==> config.mk <==
export PLATFORM = sky130hd
export DESIGN_NAME = weakbus_arbiter
export DESIGN_NICKNAME = d
export VERILOG_FILES = /design/src/rtl/weakbus_pkg.sv /design/src/rtl/weakbus_watchdog.sv /design/src/rtl/weakbus_arbiter.sv
export SDC_FILE = /design/constraint.sdc
export NUM_CORES = 1
export LEC_CHECK = 0
export CAP_MARGIN = 20
export CORE_AREA = 2 2 116 118
export DETAILED_ROUTE_END_ITERATION = 12
export DIE_AREA = 0 0 118 120
export PLACE_DENSITY = 0.6
export SYNTH_ARGS = -nofsm -noshare
export SYNTH_HDL_FRONTEND = slang
export SYNTH_SLANG_ARGS = --single-unit
==> constraint.sdc <==
create_clock -name clk -period 2.45 [get_ports clk]
set_clock_uncertainty 0.1 [all_clocks]
set_input_delay 0.245 -clock clk [delete_from_list [all_inputs] [get_ports clk]]
set_output_delay 0.245 -clock clk [all_outputs]
set_load 0.03 [all_outputs]
==> src/rtl/weakbus_pkg.sv <==
// rtl/weakbus_pkg.sv - shared types and constants for the weakbus arbiter
// Contents: arbiter state enum, one-bit owner encoding, default error read data.
package weakbus_pkg;

    typedef enum logic {
        IDLE = 1'b0,
        BUSY = 1'b1
    } state_t;

    typedef logic owner_t;

    localparam owner_t OWNER_M0 = 1'b0;
    localparam owner_t OWNER_M1 = 1'b1;

    localparam logic [31:0] DEFAULT_ERR_DATA = 32'hDEAD_BEEF;

endpackage

==> src/rtl/weakbus_watchdog.sv <==
// rtl/weakbus_watchdog.sv - saturating ownership watchdog for the weakbus arbiter
// Ports:
//   clk, rst (async active-low)
//   clear  : zero the count (a new grant)
//   enable : count this cycle (arbiter is BUSY)
//   expire : high in the enabled cycle whose count equals TIMEOUT-1
// TIMEOUT = 0 disables expiry entirely.
module weakbus_watchdog #(
    parameter int unsigned TIMEOUT = 255
) (
    input  logic clk,
    input  logic rst,
    input  logic clear,
    input  logic enable,
    output logic expire
);

    // A zero-width counter is illegal, so a disabled watchdog keeps one bit.
    localparam int unsigned CW = (TIMEOUT > 0) ? $clog2(TIMEOUT + 1) : 1;
    localparam logic [CW-1:0] CNT_MAX  = '1;
    localparam logic [CW-1:0] CNT_ONE  = CW'(1);
    localparam logic [CW-1:0] CNT_LAST = (TIMEOUT > 0) ? CW'(TIMEOUT - 1) : '0;

    logic [CW-1:0] count;

    always_ff @(posedge clk or negedge rst) begin
        if (!rst) begin
            count <= '0;
        end else if (clear) begin
            count <= '0;
        end else if (enable && (count != CNT_MAX)) begin
            count <= count + CNT_ONE;
        end
    end

    assign expire = (TIMEOUT != 0) && enable && (count == CNT_LAST);

endmodule

==> src/rtl/weakbus_arbiter.sv <==
// rtl/weakbus_arbiter.sv - two-master round-robin arbiter with timeout watchdog
// Ports:
//   clk, rst (async active-low)
//   m0_bus_*/m1_bus_* : master request side (req/addr/wr/out in, in/ack out)
//   s_bus_*           : slave side (req/addr/wr/out out, in/ack in)
//   timeout_err       : sticky forced-completion flag, err_clr clears it
module weakbus_arbiter
    import weakbus_pkg::*;
#(
    parameter int unsigned TIMEOUT  = 255,
    parameter logic [31:0] ERR_DATA = DEFAULT_ERR_DATA
) (
    input  logic        clk,
    input  logic        rst,
    input  logic        m0_bus_req,
    input  logic [31:0] m0_bus_addr,
    input  logic        m0_bus_wr,
    input  logic [31:0] m0_bus_out,
    output logic [31:0] m0_bus_in,
    output logic        m0_bus_ack,
    input  logic        m1_bus_req,
    input  logic [31:0] m1_bus_addr,
    input  logic        m1_bus_wr,
    input  logic [31:0] m1_bus_out,
    output logic [31:0] m1_bus_in,
    output logic        m1_bus_ack,
    output logic        s_bus_req,
    output logic [31:0] s_bus_addr,
    output logic        s_bus_wr,
    output logic [31:0] s_bus_out,
    input  logic [31:0] s_bus_in,
    input  logic        s_bus_ack,
    output logic        timeout_err,
    input  logic        err_clr
);

    state_t      state, state_nxt;
    owner_t      owner, owner_nxt;
    owner_t      last, last_nxt;
    logic        grant;
    logic        busy;
    logic        expire;
    logic        fin;
    logic        forced;
    logic [31:0] rdata;

    assign busy   = (state == BUSY);
    // A real slave ack in the expiry cycle takes precedence over the timeout.
    assign fin    = busy && (s_bus_ack || expire);
    assign forced = busy && expire && !s_bus_ack;
    assign rdata  = s_bus_ack ? s_bus_in : ERR_DATA;

    weakbus_watchdog #(
        .TIMEOUT (TIMEOUT)
    ) u_watchdog (
        .clk    (clk),
        .rst    (rst),
        .clear  (grant),
        .enable (busy),
        .expire (expire)
    );

    always_ff @(posedge clk or negedge rst) begin
        if (!rst) begin
            state <= IDLE;
            owner <= OWNER_M0;
            last  <= OWNER_M1;
        end else begin
            state <= state_nxt;
            owner <= owner_nxt;
            last  <= last_nxt;
        end
    end

    always_comb begin
        state_nxt = state;
        owner_nxt = owner;
        last_nxt  = last;
        grant     = 1'b0;
        case (state)
            IDLE: begin
                // s_bus_ack seen here is a late ack after a timeout; ignored.
                if (m0_bus_req || m1_bus_req) begin
                    grant     = 1'b1;
                    state_nxt = BUSY;
                    if (m0_bus_req && m1_bus_req) begin
                        owner_nxt = ~last;
                    end else if (m1_bus_req) begin
                        owner_nxt = OWNER_M1;
                    end else begin
                        owner_nxt = OWNER_M0;
                    end
                    last_nxt = owner_nxt;
                end
            end
            BUSY: begin
                if (fin) begin
                    state_nxt = IDLE;
                end
            end
            default: state_nxt = IDLE;
        endcase
    end

    always_comb begin
        s_bus_req  = busy;
        s_bus_addr = '0;
        s_bus_wr   = 1'b0;
        s_bus_out  = '0;
        if (busy) begin
            s_bus_addr = (owner == OWNER_M1) ? m1_bus_addr : m0_bus_addr;
            s_bus_wr   = (owner == OWNER_M1) ? m1_bus_wr   : m0_bus_wr;
            s_bus_out  = (owner == OWNER_M1) ? m1_bus_out  : m0_bus_out;
        end
        m0_bus_ack = fin && (owner == OWNER_M0);
        m1_bus_ack = fin && (owner == OWNER_M1);
        m0_bus_in  = m0_bus_ack ? rdata : '0;
        m1_bus_in  = m1_bus_ack ? rdata : '0;
    end

    always_ff @(posedge clk or negedge rst) begin
        if (!rst) begin
            timeout_err <= 1'b0;
        end else if (forced) begin
            timeout_err <= 1'b1;
        end else if (err_clr) begin
            timeout_err <= 1'b0;
        end
    end

endmodule

-- Word level (Yosys, flattened, before mapping)
Index checks and enable logic that the tools add are counted.
- output and inout port bits: 133
- bits in registers: 12
- input bits: 168
- word-level logic and storage cells: 44
- equality and inequality tests: 2
- bitwise operators: 3
- $add $sub $neg: 1
- reductions and logical operators: 14
- muxes and demuxes: 19
- operators with widths (operator ; count):
    two-way mux 32 bit ; 7
    two-way mux 8 bit ; 2
    two-way mux 1 bit ; 9
    adder 8 x 1 -> 8 bit (second input constant) ; 1
    equality test 8 bit (second input constant) ; 1
    logical AND 1 bit ; 8
    != test 8 bit (second input constant) ; 1
    nonzero test 2 bit ; 2
    NOT 1 bit ; 3
    logical OR 1 bit ; 2
    case mux 1 bit (2 select lines) ; 1
    AND reduction 2 bit ; 1
    logical NOT 1 bit ; 1

-- Depth between registers and ports, before layout
Gate-level depths: netlist of the first run.
- word-level depth: 6
- mapped depth: 7
- gate-level depth less buffers: 5

-- Cells and area by module
Synthesis of the first run repeated with hierarchy kept, for this count alone.
- cell total of the unflattened synthesis: 329
- area, all modules: 2321.0 sq um
- by module, submodules not included (module ; area an instance (sq um) ; instances ; cells each ; seq. area each (sq um)):
    weakbus_arbiter ; 1841.8 ; 1 ; 279 ; 101.3
    weakbus_watchdog ; 479.2 ; 1 ; 50 ; 200.2

-- Worst setup path before layout of the first run
Ideal clock, no wire load.
- path type: reg-to-output
- from: register state, in the netlist s_bus_req
- to: output port m0_bus_in[10]
- setup slack: 0.396 ns
- path buffers: 2
- cell stages (with the launch flop): 6
- data arrival time: 1.709 ns
- data required time: 2.105 ns
- path through: dfrtp_1 buf_2 and4_1 nand3b_4 buf_2 a21oi_1
- longest elaborated chain between the ends: 5
- RTL lines (what ; line ; text):
    start: declaration ; weakbus_arbiter.sv:37 ; state_t state, state_nxt;
    start signal: assignment ; weakbus_arbiter.sv:69 ; state <= state_nxt;
    logical AND 1 bit ; weakbus_watchdog.sv:36 ; assign expire = (TIMEOUT != 0) && enable && (count == CNT_LAST);
    logical OR 1 bit ; weakbus_arbiter.sv:49 ; assign fin = busy && (s_bus_ack || expire);
    logical AND 1 bit * ; weakbus_arbiter.sv:49 ;
    logical AND 1 bit * ; weakbus_arbiter.sv:115 ; m0_bus_ack = fin && (owner == OWNER_M0);
    two-way mux 32 bit * ; weakbus_arbiter.sv:117 ; m0_bus_in = m0_bus_ack ? rdata : '0;
    end: declaration ; weakbus_arbiter.sv:19 ; output logic [31:0] m0_bus_in,
Mark *: on every way between the ends. The rest lies on a longest branch, timed or not.

-- Final worst setup path of the first run
- from: register owner
- to: output port s_bus_addr[14]
- longest elaborated chain between the ends: 2
- RTL lines (what ; line ; text):
    start: declaration ; weakbus_arbiter.sv:38 ; owner_t owner, owner_nxt;
    start signal: assignment ; weakbus_arbiter.sv:70 ; owner <= owner_nxt;
    two-way mux 32 bit ; weakbus_arbiter.sv:111 ; s_bus_addr = (owner == OWNER_M1) ? m1_bus_addr : m0_bus_addr;
    two-way mux 32 bit ; weakbus_arbiter.sv:110 ; if (busy) begin
    end: declaration ; weakbus_arbiter.sv:28 ; output logic [31:0] s_bus_addr,
Every way passes these cells.

==> results.cfg, run 1 <==
[power]
p_total_w = 0.00395
power_density_mw_per_mm2 = 720
leakagePower_nw = 2.43
peakVddDrop_mv = 0.438

[worst_setup_path]
max_stage_delay_ns = 0.68
cp_top_family = buffers and inverters
worst-path-buf-inv = 2
cp-start-kind = flop
required_ns = 2.11
r2r_slack_ns = 0.80
worstPathArrival_ns = 2.04
critPathKind = reg -> out
cp_slowest_cell = clkdlybuf4s50_1
crit_path_end_kind = output pin
cp_max_fo = 36
path_cells = buf_12 > mux2i_1 > nor2b_1 > clkdlybuf4s50_1

[route]
drt_first_pass_iters = 4
post_drt_wl_per_cell_microns = 14.9
post-route-drc-count = 0
drt_wl_total_microns = 11600
vias = 3364
via_per_inst = 4.30
ant_nets = 0
drtIter0Drc = 139

[clock_tree]
path_clk_slew_ns = 0.04
htree_levels = 1
post_cts_buffers = 0
ctsRootBufferMaster = clkbuf_16
hold_buffers = 0
clk_latency_ns = 0.24
cts_resized = 0
cts_buffers = 3
cts.sinks = 12
clockBufferDepth = 2
cts_tree = built

[sta]
worst_pin_slew_ns = 0.579
drv_slew = 0
hold_violations = 0
slew-limit-headroom_pct = 61.3
fmax_mhz = 420
fin_setup_tns_ns = 0
period_minus_slack_ns = 2.38
rsz0062_at_grt = false
period_share_pct = 97.3
setup_viol = 0

[cells_and_area]
mostFrequentLayoutCells = clkdlybuf4s50_1, buf_4, mux2i_1
final_nets = 778
area_growth_pct = 133
mostFrequentLayoutCell = clkdlybuf4s50_1
post-route-util_pct = 42.2
fill_cells = 1300
n_antenna_cell = 0
drive_gt1_share_pct = 15.7

[die]
fp.dieArea_sq_mm = 0.0142
placementRows = 42
start_util_pct = 18.1
chipHeight_microns = 120
die_x_microns = 118
io_pins = 301
core_sq_mm = 0.0130

[place]
dp_hpwl_microns = 9620
port_buffers = 300
place_congestion = 0.865

[synthesis]
synth_nets = 496
synth-edff-count = 0
syn_avg_cell_area_sq_um = 7.20
ys_seq_area_share_pct = 12.8
yosys_warnings = 0
yosysUniqueCellTypes = 34
async_flop_share_pct = 100
ys_ff_latch = 12
syn_inst = 326
synth_ff_type = dfrtp_1
synth_area_sq_mm = 0.00235

[global_routing]
met2_usage_pct = 29.0
grt_max_degree = 45
gr-usage-all-layers_pct = 15.1
grt_pass1_wl_microns = 17800
gr-total-overflow = 0
use_met1_pct = 17.8
grt.busiest_layer = met2
antenna_found_initial = 0
first_global_vias = 3262
met3_usage_pct = 3.04

[job]
max_cap_violations = 0

[outcome]
run_status = finished, final reports clean

[worst_hold_path]
hold_class = in -> async
[power by group]
part	switching (W)	internal, W
Clock	0.0000846	0.000246
Combinational	0.00178	0.00148
Sequential	0.0000976	0.000257
[final cells by class]
type / count / area (sq um) / area share, %
Tap cell: 176 / 220 / 4.02
Sequential cell: 12 / 307 / 5.59
Clock buffer: 4 / 88.8 / 1.62
Inverter: 3 / 11.3 / 0.205
Multi-Input combinational cell: 277 / 1860 / 34.0
Timing Repair Buffer: 311 / 2990 / 54.6
[through the flow]
stage               std cells  setup WS, ns  instance area, sq um  hold slack (ns)
floorplan                 326         0.396                  2350           -0.151
global placement          779         0.328                  5380            0.375
detailed placement        779         0.282                  5380            0.392
CTS                       783        0.0199                  5470            0.289
global route              783       0.00336                  5480            0.320
finish                    783        0.0669                  5480            0.279
[state kept, by name, indices dropped and copies added (netlist names)]
name	cells
timeout_err	1
u_watchdog.count	8
last	1
s_bus_req	1
owner	1
[final timing paths]
kind | from | endpoint | cells past startpoint
worst max-delay path | owner$_DFFE_PN0P_ | s_bus_addr[14] | 4
worst min-delay path | rst | timeout_err$_DFFE_PN0P_ | 1
worst max register to register | u_watchdog.count[0]$_DFFE_PN0P_ | u_watchdog.count[1]$_DFFE_PN0P_ | 4
worst min register to register | last$_DFFE_PN1P_ | last$_DFFE_PN1P_ | 2
max in group asynchronous | rst | owner$_DFFE_PN0P_ | 1
min in group clk | last$_DFFE_PN1P_ | last$_DFFE_PN1P_ | 2
[kinds of logic after synthesis]
group | Yosys count | share of synthesized area, %
AOI/OAI and AO/OA | 68 | 17.5
xor gates and xnor gates | 1 | 0.373
buffers and inverters | 37 | 7.78
adders and majority gates | 2 | 1.07
DFF | 12 | 12.8
and+or+nand+nor | 138 | 31.5
muxes | 68 | 29.0
[synth_stat cells, types with 2 or more instances]
library cell	number	area [sq um]
mux2i_1	68	681
nor2b_1	65	407
a21oi_1	43	215
nand2_1	38	143
nor2_1	20	75.1
clkbuf_1	15	56.3
buf_2	14	70.1
dfrtp_1	11	275
a21oi_2	9	78.8
nand3_1	4	20.0
o21ai_0	4	20.0
and4_1	3	26.3
buf_4	3	22.5
inv_1	3	11.3
nand2b_1	3	18.8
a21o_1	2	15.0
a32o_1	2	20.0
buf_6	2	22.5
ha_1	2	25.0
[routing by layer]
layer  part of all wire, %  wire, microns
met3                   7.2            838
met1                    40           4660
met4                  0.56             65
met2                    52           6080
met5                     0              0
[worst reg2reg max path, delay by kind of cell (launching register included)]
kind                     cells  cell delay (ns)
AND/OR/NAND/NOR              1             0.22
AO/OA/AOI/OAI                1             0.37
multiplexers                 1             0.23
adder cells (fa/ha/maj)      1             0.24
flip-flops                   1             0.42
Power figures use the tool's default switching activity.
==> run 2, diff against run 1 <==
--- a/config.mk
+++ b/config.mk
@@ -5,11 +5,13 @@
 export SDC_FILE = /design/constraint.sdc
 export NUM_CORES = 1
 export LEC_CHECK = 0
+export ABC_AREA = 1
 export CAP_MARGIN = 20
-export CORE_AREA = 2 2 116 118
+export CORE_AREA = 2 2 117 119
 export DETAILED_ROUTE_END_ITERATION = 12
-export DIE_AREA = 0 0 118 120
-export PLACE_DENSITY = 0.6
+export DIE_AREA = 0 0 119 121
+export PLACE_DENSITY = 0.58
 export SYNTH_ARGS = -nofsm -noshare
 export SYNTH_HDL_FRONTEND = slang
 export SYNTH_SLANG_ARGS = --single-unit
+export TNS_END_PERCENT = 100
==> run 2 against run 1 <==
Against the previous run:
- first-iteration DRC count fell by 15%
- clock-buffer cell count did not move
- sequential power fell by 7.9%
- area after synthesis fell by 7.6%
- via count rose by 14%
- cell area fell by 5.4%
- critical path type unchanged
==> results.cfg, run 2 <==
[outcome]
run_status = finished, final reports clean

[worst_setup_path]
crit_path_end_kind = output pin
worstPathArrival_ns = 1.90
max_stage_delay_ns = 0.70
cp-start-kind = flop
cp_max_fo = 21
path_cells = buf_4 > o21ai_0 > nor2_1 > clkdlybuf4s50_1
required_ns = 2.11
critPathKind = reg -> out
cp_slowest_cell = clkdlybuf4s50_1

[route]
drt_wl_total_microns = 12500
post-route-drc-count = 0
vias = 3833
via_per_inst = 4.33
post_drt_wl_per_cell_microns = 14.1
drt_first_pass_iters = 4
drtIter0Drc = 118
ant_nets = 0

[place]
dpl_worst_slack_ns = 0.383
dp_hpwl_microns = 10500
place_congestion = 0.845
postPlaceCellArea_sq_mm = 0.00510
port_buffers = 300

[die]
chipHeight_microns = 121
start_util_pct = 16.6
placementRows = 42
core_sq_mm = 0.0131
io_pins = 301
fp.dieArea_sq_mm = 0.0144
die_x_microns = 119

[synthesis]
synth-edff-count = 0
synth_area_sq_mm = 0.00217
synth_ff_type = dfrtp_1
syn_inst = 427
synth_area_leaders = nor2_1, o21ai_0, dfrtp_1
synth_top_area_share_pct = 36.2
ys_seq_area_share_pct = 13.9
syn_avg_cell_area_sq_um = 5.08
yosysTopAreaCell = nor2_1
async_flop_share_pct = 100
yosys_warnings = 0
yosysUniqueCellTypes = 24
synth_commonest_cells = nor2_1, o21ai_0, inv_1, nand2_1, nand4_1
synth_nets = 597
ys_ff_latch = 12
post-synth-top-count-cell = nor2_1

[global_routing]
grt_max_degree = 48
antenna_found_initial = 1
grt_pass1_wl_microns = 18600
first_global_vias = 3648
gr-usage-all-layers_pct = 15.9
gr-total-overflow = 0

[power]
power_density_mw_per_mm2 = 812
p_total_w = 0.00421
leakagePower_nw = 2.51
peakVddDrop_mv = 0.354

[sta]
period_minus_slack_ns = 2.25
fmax_mhz = 445
setup_viol = 0
fin_setup_tns_ns = 0
fin_ws_ns = 0.201
worst_pin_slew_ns = 0.582
rsz0062_at_grt = false
slew-limit-headroom_pct = 61.1
timing.hold.ws_ns = 0.280
period_share_pct = 91.8
hold_violations = 0
drv_slew = 0

[cells_and_area]
fin_area_sq_mm = 0.00518
mostFrequentLayoutCell = nor2_1
fill_cells = 1351
final_nets = 879
mostFrequentLayoutCells = nor2_1, clkdlybuf4s50_1, buf_4
largest_reg_flops = 8
largest_register = u_watchdog.count
drive_gt1_share_pct = 20.2
area_growth_pct = 139

[clock_tree]
cts_buffers = 3
post_cts_buffers = 0
cts.sinks = 12
cts_tree = built
path_clk_slew_ns = 0.04
clockBufferDepth = 2
ctsRootBufferMaster = clkbuf_16
hold_buffers = 0
clk_latency_ns = 0.24
htree_levels = 1

[job]
max_cap_violations = 0

[worst_hold_path]
hold_class = in -> async
run 2: changes by cell type after synthesis, moves of 9 or more:
| cell | delta |
|---|---|
| nor2_1 | +189 |
| mux2i_1 | -68 |
| o21ai_0 | +67 |
| nor2b_1 | -65 |
| a21oi_1 | -41 |
| inv_1 | +29 |
| nand4_1 | +16 |
| nand2_1 | -13 |
| a21oi_2 | -9 |
run 2: where the power goes:
part	internal (W)	leakage (nW)	switching [W]
Clock	0.000219	0.0382	0.0000833
Sequential	0.000255	0.153	0.0000724
Combinational	0.00137	2.31	0.00221
Total	0.00184	2.51	0.00236
run 2: kinds of logic after synthesis:
| logic type | count (synthesis) | share of synthesized area, % |
|---|---|---|
| simple gates | 268 | 51.3 |
| fa+ha+maj | 2 | 1.15 |
| buf+inv | 67 | 15.1 |
| flops | 12 | 13.9 |
| compound gates | 78 | 18.6 |
run 2: what timing repair did:
item / 4_1_cts / 5_1_grt
setup endpoints to repair: 0 / 1
resized for setup: 0 / 1
endpoints found under the hold margin: 0 / 0
run 2: path summary, 6_finish.rpt:
| check | slack (ns) | end | startpoint | cells past startpoint |
|---|---|---|---|---|
| min in group clk | 0.36 | last$_DFFE_PN1P_ | last$_DFFE_PN1P_ | 2 |
| hold / removal | 0.28 | u_watchdog.count[3]$_DFFE_PN0P_ | rst | 1 |
| setup / recovery | 0.20 | s_bus_addr[20] | s_bus_req$_DFF_PN0_ | 4 |
| setup reg to reg | 0.73 | u_watchdog.count[6]$_DFFE_PN0P_ | s_bus_req$_DFF_PN0_ | 6 |
| hold reg to reg | 0.36 | last$_DFFE_PN1P_ | last$_DFFE_PN1P_ | 2 |
| max in group asynchronous | 1.54 | s_bus_req$_DFF_PN0_ | rst | 1 |
run 2: cell type report:
class	count	area [sq um]	area share (%)
clock buffer	4	78.8	1.52
multi-input combinational	348	1540	29.7
inverter	33	124	2.39
tap	176	220	4.25
sequential	12	307	5.92
antenna	1	2.50	0.0483
timing repair buffer	311	2910	56.2
run 2: metal layers:
| layer | wire (microns) | vias to the layer above | GRT usage (%) | share of wire, % |
|---|---|---|---|---|
| li1 | - | 1908 | - | - |
| met1 | 4680 | 1669 | 17.7 | 37 |
| met2 | 6430 | 248 | 30.7 | 51 |
| met3 | 1240 | 8 | 4.23 | 9.9 |
| met4 | 155 | 0 | 2.53 | 1.2 |
| met5 | 0 | - | 0 | 0 |
run 2: stage by stage:
step / util (%) / std cells
after floorplan: - / 427
after global placement: 39.0 / 880
after detailed placement: 39.0 / 880
after CTS: 39.6 / 884
after global routing: 39.6 / 884
final: 39.6 / 885
run 2: worst max-delay path: cells and delay by family, from the launching register on:
kind	cells	cell delay, ns
AOI/OAI and AO/OA	1	0.08
buffers and inverters	2	0.90
DFF	1	0.57
and+or+nand+nor	1	0.10
==> run 3, diff against run 2 <==
--- a/config.mk
+++ b/config.mk
@@ -14,4 +14,3 @@
 export SYNTH_ARGS = -nofsm -noshare
 export SYNTH_HDL_FRONTEND = slang
 export SYNTH_SLANG_ARGS = --single-unit
-export TNS_END_PERCENT = 100
==> results of run 3 <==
The final DEF is identical to that of run 2; final timing and power are the same.
